### config.mk
export PLATFORM = sky130hd
export DESIGN_NAME = rf_write_arbiter
export DESIGN_NICKNAME = d
export VERILOG_FILES = /design/src/rtl/rf_write_arbiter.sv
export SDC_FILE = /design/constraint.sdc
export NUM_CORES = 1
export LEC_CHECK = 0
export ABC_AREA = 1
export BUFFER_PORTS_ARGS = -buffer_cell sky130_fd_sc_hd__buf_2
export CORE_MARGIN = 8
export CORE_UTILIZATION = 50
export DETAILED_ROUTE_END_ITERATION = 16
export PLACE_DENSITY = 0.67
export SLEW_MARGIN = 15
export SYNTH_ARGS = -nofsm -noshare
export SYNTH_HDL_FRONTEND = slang
export SYNTH_SLANG_ARGS = --single-unit
### constraint.sdc
create_clock -name clk -period 6.2 [get_ports clk]
set_clock_uncertainty 0.15 [all_clocks]
set_input_delay 1.24 -clock clk [delete_from_list [all_inputs] [get_ports clk]]
set_output_delay 1.24 -clock clk [all_outputs]
set_load 0.05 [all_outputs]
### src/rtl/rf_write_arbiter.sv
// Write-back arbiter for the dual-core shared register file.
// Each core's write-back requests are buffered in a private FIFO. The FIFO
// heads are steered onto the bank-A / bank-B write ports. When both heads
// target the same bank, a per-bank round-robin pointer picks the winner.
module rf_write_arbiter #(
  parameter int DEPTH  = 4,
  parameter int ADDR_W = 5,
  parameter int DATA_W = 32
) (
  input  logic                    clk,
  input  logic                    rst,
  input  logic                    wb_valid1,
  input  logic                    wb_valid2,
  output logic                    wb_ready1,
  output logic                    wb_ready2,
  input  logic                    wb_bank1,
  input  logic                    wb_bank2,
  input  logic [ADDR_W-1:0]       wb_addr1,
  input  logic [ADDR_W-1:0]       wb_addr2,
  input  logic [DATA_W-1:0]       wb_data1,
  input  logic [DATA_W-1:0]       wb_data2,
  output logic                    we_A,
  output logic                    we_B,
  output logic [ADDR_W-1:0]       waddr_A,
  output logic [ADDR_W-1:0]       waddr_B,
  output logic [DATA_W-1:0]       wdata_A,
  output logic [DATA_W-1:0]       wdata_B,
  output logic                    src_A,
  output logic                    src_B,
  output logic [$clog2(DEPTH):0]  pend1,
  output logic [$clog2(DEPTH):0]  pend2,
  output logic                    idle
);

  localparam int PTR_W = $clog2(DEPTH);
  localparam int CNT_W = PTR_W + 1;
  localparam int ENT_W = 1 + ADDR_W + DATA_W;

  // Index 0/1 selects core 1/core 2 for FIFO state, and bank A/bank B for
  // round-robin pointers and write-port registers.
  logic [ENT_W-1:0]  mem_q   [2][DEPTH];
  logic [PTR_W-1:0]  wr_q    [2];
  logic [PTR_W-1:0]  wr_d    [2];
  logic [PTR_W-1:0]  rd_q    [2];
  logic [PTR_W-1:0]  rd_d    [2];
  logic [CNT_W-1:0]  cnt_q   [2];
  logic [CNT_W-1:0]  cnt_d   [2];
  logic              rr_q    [2];
  logic              rr_d    [2];
  logic              we_q    [2];
  logic              we_d    [2];
  logic [ADDR_W-1:0] waddr_q [2];
  logic [ADDR_W-1:0] waddr_d [2];
  logic [DATA_W-1:0] wdata_q [2];
  logic [DATA_W-1:0] wdata_d [2];
  logic              src_q   [2];
  logic              src_d   [2];

  logic              valid   [2];
  logic              push    [2];
  logic              pop     [2];
  logic              full    [2];
  logic              head_v  [2];
  logic              hbank   [2];
  logic [ENT_W-1:0]  in_ent  [2];
  logic [ENT_W-1:0]  head    [2];
  logic              contest;
  logic              win;

  // FIFO status, heads and accepted pushes
  always_comb begin
    valid[0]  = wb_valid1;
    valid[1]  = wb_valid2;
    in_ent[0] = {wb_bank1, wb_addr1, wb_data1};
    in_ent[1] = {wb_bank2, wb_addr2, wb_data2};
    for (int unsigned c = 0; c < 2; c++) begin
      full[c]   = (cnt_q[c] == CNT_W'(DEPTH));
      head_v[c] = (cnt_q[c] != '0);
      head[c]   = mem_q[c][rd_q[c]];
      hbank[c]  = head[c][ENT_W-1];
      push[c]   = valid[c] && !full[c];
    end
  end

  // Arbitration: pick which heads pop and load them onto their bank ports
  always_comb begin
    for (int unsigned c = 0; c < 2; c++) begin
      pop[c]     = head_v[c];
      rr_d[c]    = rr_q[c];
      we_d[c]    = 1'b0;
      waddr_d[c] = waddr_q[c];
      wdata_d[c] = wdata_q[c];
      src_d[c]   = src_q[c];
    end
    contest = head_v[0] && head_v[1] && (hbank[0] == hbank[1]);
    win     = hbank[0] ? rr_q[1] : rr_q[0];
    if (contest) begin
      pop[0]          = !win;
      pop[1]          = win;
      rr_d[hbank[0]]  = !win;
    end
    for (int unsigned c = 0; c < 2; c++) begin
      if (pop[c]) begin
        we_d[hbank[c]]    = 1'b1;
        waddr_d[hbank[c]] = head[c][ENT_W-2 -: ADDR_W];
        wdata_d[hbank[c]] = head[c][DATA_W-1:0];
        src_d[hbank[c]]   = (c == 1);
      end
    end
  end

  // FIFO pointer and occupancy updates
  always_comb begin
    for (int unsigned c = 0; c < 2; c++) begin
      wr_d[c]  = wr_q[c] + PTR_W'(push[c]);
      rd_d[c]  = rd_q[c] + PTR_W'(pop[c]);
      cnt_d[c] = cnt_q[c] + CNT_W'(push[c]) - CNT_W'(pop[c]);
    end
  end

  // Control state and registered write ports, cleared asynchronously
  always_ff @(posedge clk or posedge rst) begin
    if (rst) begin
      for (int unsigned c = 0; c < 2; c++) begin
        wr_q[c]    <= '0;
        rd_q[c]    <= '0;
        cnt_q[c]   <= '0;
        rr_q[c]    <= 1'b0;
        we_q[c]    <= 1'b0;
        waddr_q[c] <= '0;
        wdata_q[c] <= '0;
        src_q[c]   <= 1'b0;
      end
    end else begin
      for (int unsigned c = 0; c < 2; c++) begin
        wr_q[c]    <= wr_d[c];
        rd_q[c]    <= rd_d[c];
        cnt_q[c]   <= cnt_d[c];
        rr_q[c]    <= rr_d[c];
        we_q[c]    <= we_d[c];
        waddr_q[c] <= waddr_d[c];
        wdata_q[c] <= wdata_d[c];
        src_q[c]   <= src_d[c];
      end
    end
  end

  // FIFO storage; contents need no reset because occupancy gates every read
  always_ff @(posedge clk) begin
    for (int unsigned c = 0; c < 2; c++) begin
      if (push[c]) mem_q[c][wr_q[c]] <= in_ent[c];
    end
  end

  assign wb_ready1 = !full[0];
  assign wb_ready2 = !full[1];
  assign we_A      = we_q[0];
  assign we_B      = we_q[1];
  assign waddr_A   = waddr_q[0];
  assign waddr_B   = waddr_q[1];
  assign wdata_A   = wdata_q[0];
  assign wdata_B   = wdata_q[1];
  assign src_A     = src_q[0];
  assign src_B     = src_q[1];
  assign pend1     = cnt_q[0];
  assign pend2     = cnt_q[1];
  assign idle      = !head_v[0] && !head_v[1] && !we_q[0] && !we_q[1];

endmodule

Yosys cells after proc, flatten, opt, wreduce, memory -nomap -nowiden
Memories as Yosys holds them, arrays and structs flattened.
Index checks and enable logic that the tools add are counted.

operators by class
  add/subtract/negate cells = 8
  $lt $le $gt $ge = 10
  equality and inequality tests = 3
  mux-type cells = 41
  bitwise gates (word level) = 10
  reductions and logical operators = 20

operator list
  kind                                                                   count
  152-bit two-way mux                                                    2
  38-bit two-way mux                                                     6
  38-bit binary-select mux with 2-bit select                             2
  38-bit demux with 2-bit select                                         2
  64-bit bitwise mux                                                     2
  64-bit two-way mux                                                     2
  32-bit demux with 1-bit select                                         2
  32-bit two-way mux                                                     2
  10-bit bitwise mux                                                     2
  10-bit two-way mux                                                     2
  3-bit >= comparator (second input constant)                            4
  2-bit inverter with 3-bit output                                       4
  1-bit logical AND                                                      11
  5-bit demux with 1-bit select                                          2
  2-bit two-way mux                                                      5
  5-bit two-way mux                                                      2
  2-bit by 1-bit adder with 2-bit output                                 4
  1-bit logical NOT                                                      7
  3-bit by 1-bit adder with 3-bit output                                 2
  3-bit equality test (second input constant)                            2
  3-bit by 1-bit < comparator with 1-bit output (second input constant)  2
  3-bit nonzero test                                                     2
  3-bit by 1-bit subtractor with 3-bit output                            2
  1-bit two-way mux                                                      5
  9 further kinds                                                        14

word-level totals
  bits in registers = 94
  RAM bits = 304
  input bits = 80
  output and inout bits = 87
  logic and storage cells = 109
  memories = 1

memory list
  name   words  bits a word  read ports  clocked after memory_dff  write ports  RTL line  text
  mem_q  2      152          2           0                         2            41        logic [ENT_W-1:0] mem_q [2][DEPTH];

Depth between registers and ports, before layout
  word-level depth = 14
  mapped depth = 16
  gate-level depth less buffers = 15

Worst setup path before layout
No wires, ideal clock.

  path kind = register -> register
  start = register cnt_q, in the netlist pend1[1]
  end = memory mem_q[0][100] (netlist bit) (enable)
  library setup time = 481 ps
  data arrival time = 4043 ps
  data required time = 5569 ps
  slack = 1526 ps
  stages on the path, launching flop included = 5
  buffers on the path = 0
  period minus slack after synthesis = 4674 ps
  path through = dfrtp_1 nor2_1 nand2_1 nand2_1 nor3_1

RTL lines
  item                              RTL line  text
  start: declaration                46        logic [CNT_W-1:0] cnt_q [2];
  start signal: indexed assignment  138       cnt_q[c] <= cnt_d[c];
  end: declaration                  41

==> run_results.csv <==
group,metric,value,unit
run_status,status,"complete, no violations",
clock_tree,clk_latency,0.53,ns
placed_design,io_buffers,166,
global_route,antenna_found_initial,1,
finish,nets,1679,
global_route,busiest_layer,"met2",
worst_setup_path,crit_type,"register to register",
routing,wl_per_cell,19.7,um
sta,rsz0062_at_grt,"no",
clock_tree,cts_setup_buffers,0,
sta,whs,0.338,ns
worst_setup_path,cp_max_fo,77,
global_route,grt_pass1_vias,10500,
yosys,synthCells,1449,
routing,num_vias,11200,
sta,maxSlewViolCount,0,
worst_setup_path,r2r_setup_slack,1.83,ns
worst_setup_path,cp.arrival,4.62,ns
global_route,grtUsageTotal,20.4,%
floorplan,initial_core_util,50.6,%
clock_tree,cts_buffers,40,
sta,tightestPinTransition,1.12,ns
finish,final_common_cell,"edfxtp_1",
finish,synthToLayoutAreaGrowth,14.8,%
worst_hold_path,hold_class,"register to register",
sta,setup_tns,0,ns
worst_setup_path,crit_required,6.45,ns
routing,routed_wl,40800,um
clock_tree,cts.htree.levels,2,
yosys,ys_ff_latch,398,
global_route,grt_first_pass_wirelength,61500,um
clock_tree,cts_root_buf,"clkbuf_16",
clock_tree,tritoncts,"yes",
floorplan,coreArea,32500,um^2
finish,final_cell_mix,"edfxtp_1, nand2_1, buf_2",
worst_setup_path,cp-start-kind,"register",
run,maxCapViolCount,0,
placed_design,dp.cells,1989,
global_route,grt_util_met3,3.85,%
sta,slew_headroom,25.2,%
yosys,synth.avg_cell_area,11.3,um^2
routing,ant_nets,0,
clock_tree,cts.clk_slew.worst_paths,0.06,ns
sta,max_clock_freq,0.229,GHz
routing,first_pass_iters,5,
sta,fin_ws,1.83,ns
yosys,netlist_area,16400,um^2
global_route,grtUsageMet2,32.6,%
yosys,ys_types,32,
clock_tree,ctsLongestPathBuffers,3,
clock_tree,cts_sinks,398,
yosys,ys_async_sr_fraction,23.6,%
placed_design,dp_hpwl,25400,um
sta,finalCritPeriodShare,70.5,%
floorplan,ioPinCount,167,
sta,finalHoldViolCount,0,
yosys,ys_seq_area_share,69.9,%
placed_design,place_ws,1.92,ns
floorplan,die_area,38900,um^2
routing,drc_errors,0,
sta,setup_violations,0,
yosys,synth-edff-count,304,
floorplan,die_h,197,um
worst_setup_path,cp-end-kind,"register",
global_route,grt-ovfl-total,0,
clock_tree,postCtsHoldBufs,0,
yosys,yosysWarnings,0,
yosys,synth_flop_cell,"edfxtp_1",
global_route,grt_max_degree,78,
finish,drive_above_1_share,17.5,%
floorplan,rows,66,
floorplan,die_w,197,um
finish,instances_no_fill,2066,
routing,drt_iter0_markers,995,
clock_tree,cts_resized,0,
placed_design,gp_congestion,0.875,
global_route,use_met1,28.0,%
sta,period_minus_slack,4.37,ns
routing,via_per_inst,5.44,
yosys,syn-num-nets,1539,
worst max-delay path, stage by stage, from the launching register on:
cell and delay [ns]:
dfrtp_2 0.36, buf_4 0.62, nand2_1 0.14, nand3_2 0.14, nand2_2 0.58, a21oi_2 0.43
nand3_2 0.10, nand2_1 0.27, inv_1 0.33, ha_1 0.36, inv_1 0.06, ha_1 0.13
inv_1 0.05, fa_1 0.37, xnor2_1 0.14
cells by family after synthesis:
kind of cell             count (synthesis)  share of synthesized area (%)
adder cells (fa/ha/maj)                 10                          0.854
buffers and inverters                  194                           4.82
AO/OA/AOI/OAI                          224                           7.97
flip-flops                             398                           69.9
XOR/XNOR                                 8                          0.427
AND/OR/NAND/NOR                        615                           16.0
worst paths after layout:
kind	cells after the start	endpoint	from
max	14	pend1[2]	rd_q[2]
min	2	src_A	src_A
max reg2reg	14	pend1[2]	rd_q[2]
min reg2reg	2	src_A	src_A
max in group asynchronous	3	rd_q[0]	rst
min in group asynchronous	2	wr_q[0]	rst
layer usage:
metal  wire length, um  up-vias
met5                 0        -
met4              1140        0
met3              2800       65
met2             19400      407
met1             17400     5466
li1                  -     5311
Yosys cell counts, drive strengths merged (11+ instances only):
master / n / area [um^2]
nand3: 85 / 468
nand2: 304 / 1150
inv: 104 / 390
o22a: 11 / 96.3
edfxtp: 304 / 9130
or2: 18 / 113
nor2: 157 / 589
o21ai: 116 / 581
nand4: 40 / 250
o22ai: 46 / 288
a32o: 17 / 170
dfrtp: 94 / 2350
a21oi: 34 / 174
buf: 39 / 209
clkbuf: 51 / 191
registers in the layout, summed over array words and instances (netlist names):
name	count
we_B	1
wdata_B	32
pend1	3
mem_q	304
rr_q	2
wdata_A	32
we_A	1
waddr_A	5
waddr_B	5
src_A	1
pend2	3
src_B	1
rd_q	4
wr_q	4
area by class of cell:
type	instances	area [um^2]
timing repair buffer	188	996
clock buffer	49	1080
antenna	4	10.0
inverter	104	393
sequential	398	11500
tap	442	553
multi-input combinational	857	4190
clock inverter	24	143
fill	2665	13600
stage by stage:
step | instance area (um^2) | utilization (%)
2_1_floorplan | 16400 | -
3_3_place_gp | 17600 | 54.3
3_5_place_dp | 17600 | 54.3
4_1_cts | 18800 | 58.0
5_1_grt | 18800 | 58.0
6_report | 18800 | 58.1
Power is not shown: default switching activity piles up to over one toggle a cycle in this logic, so the estimate is an artifact.
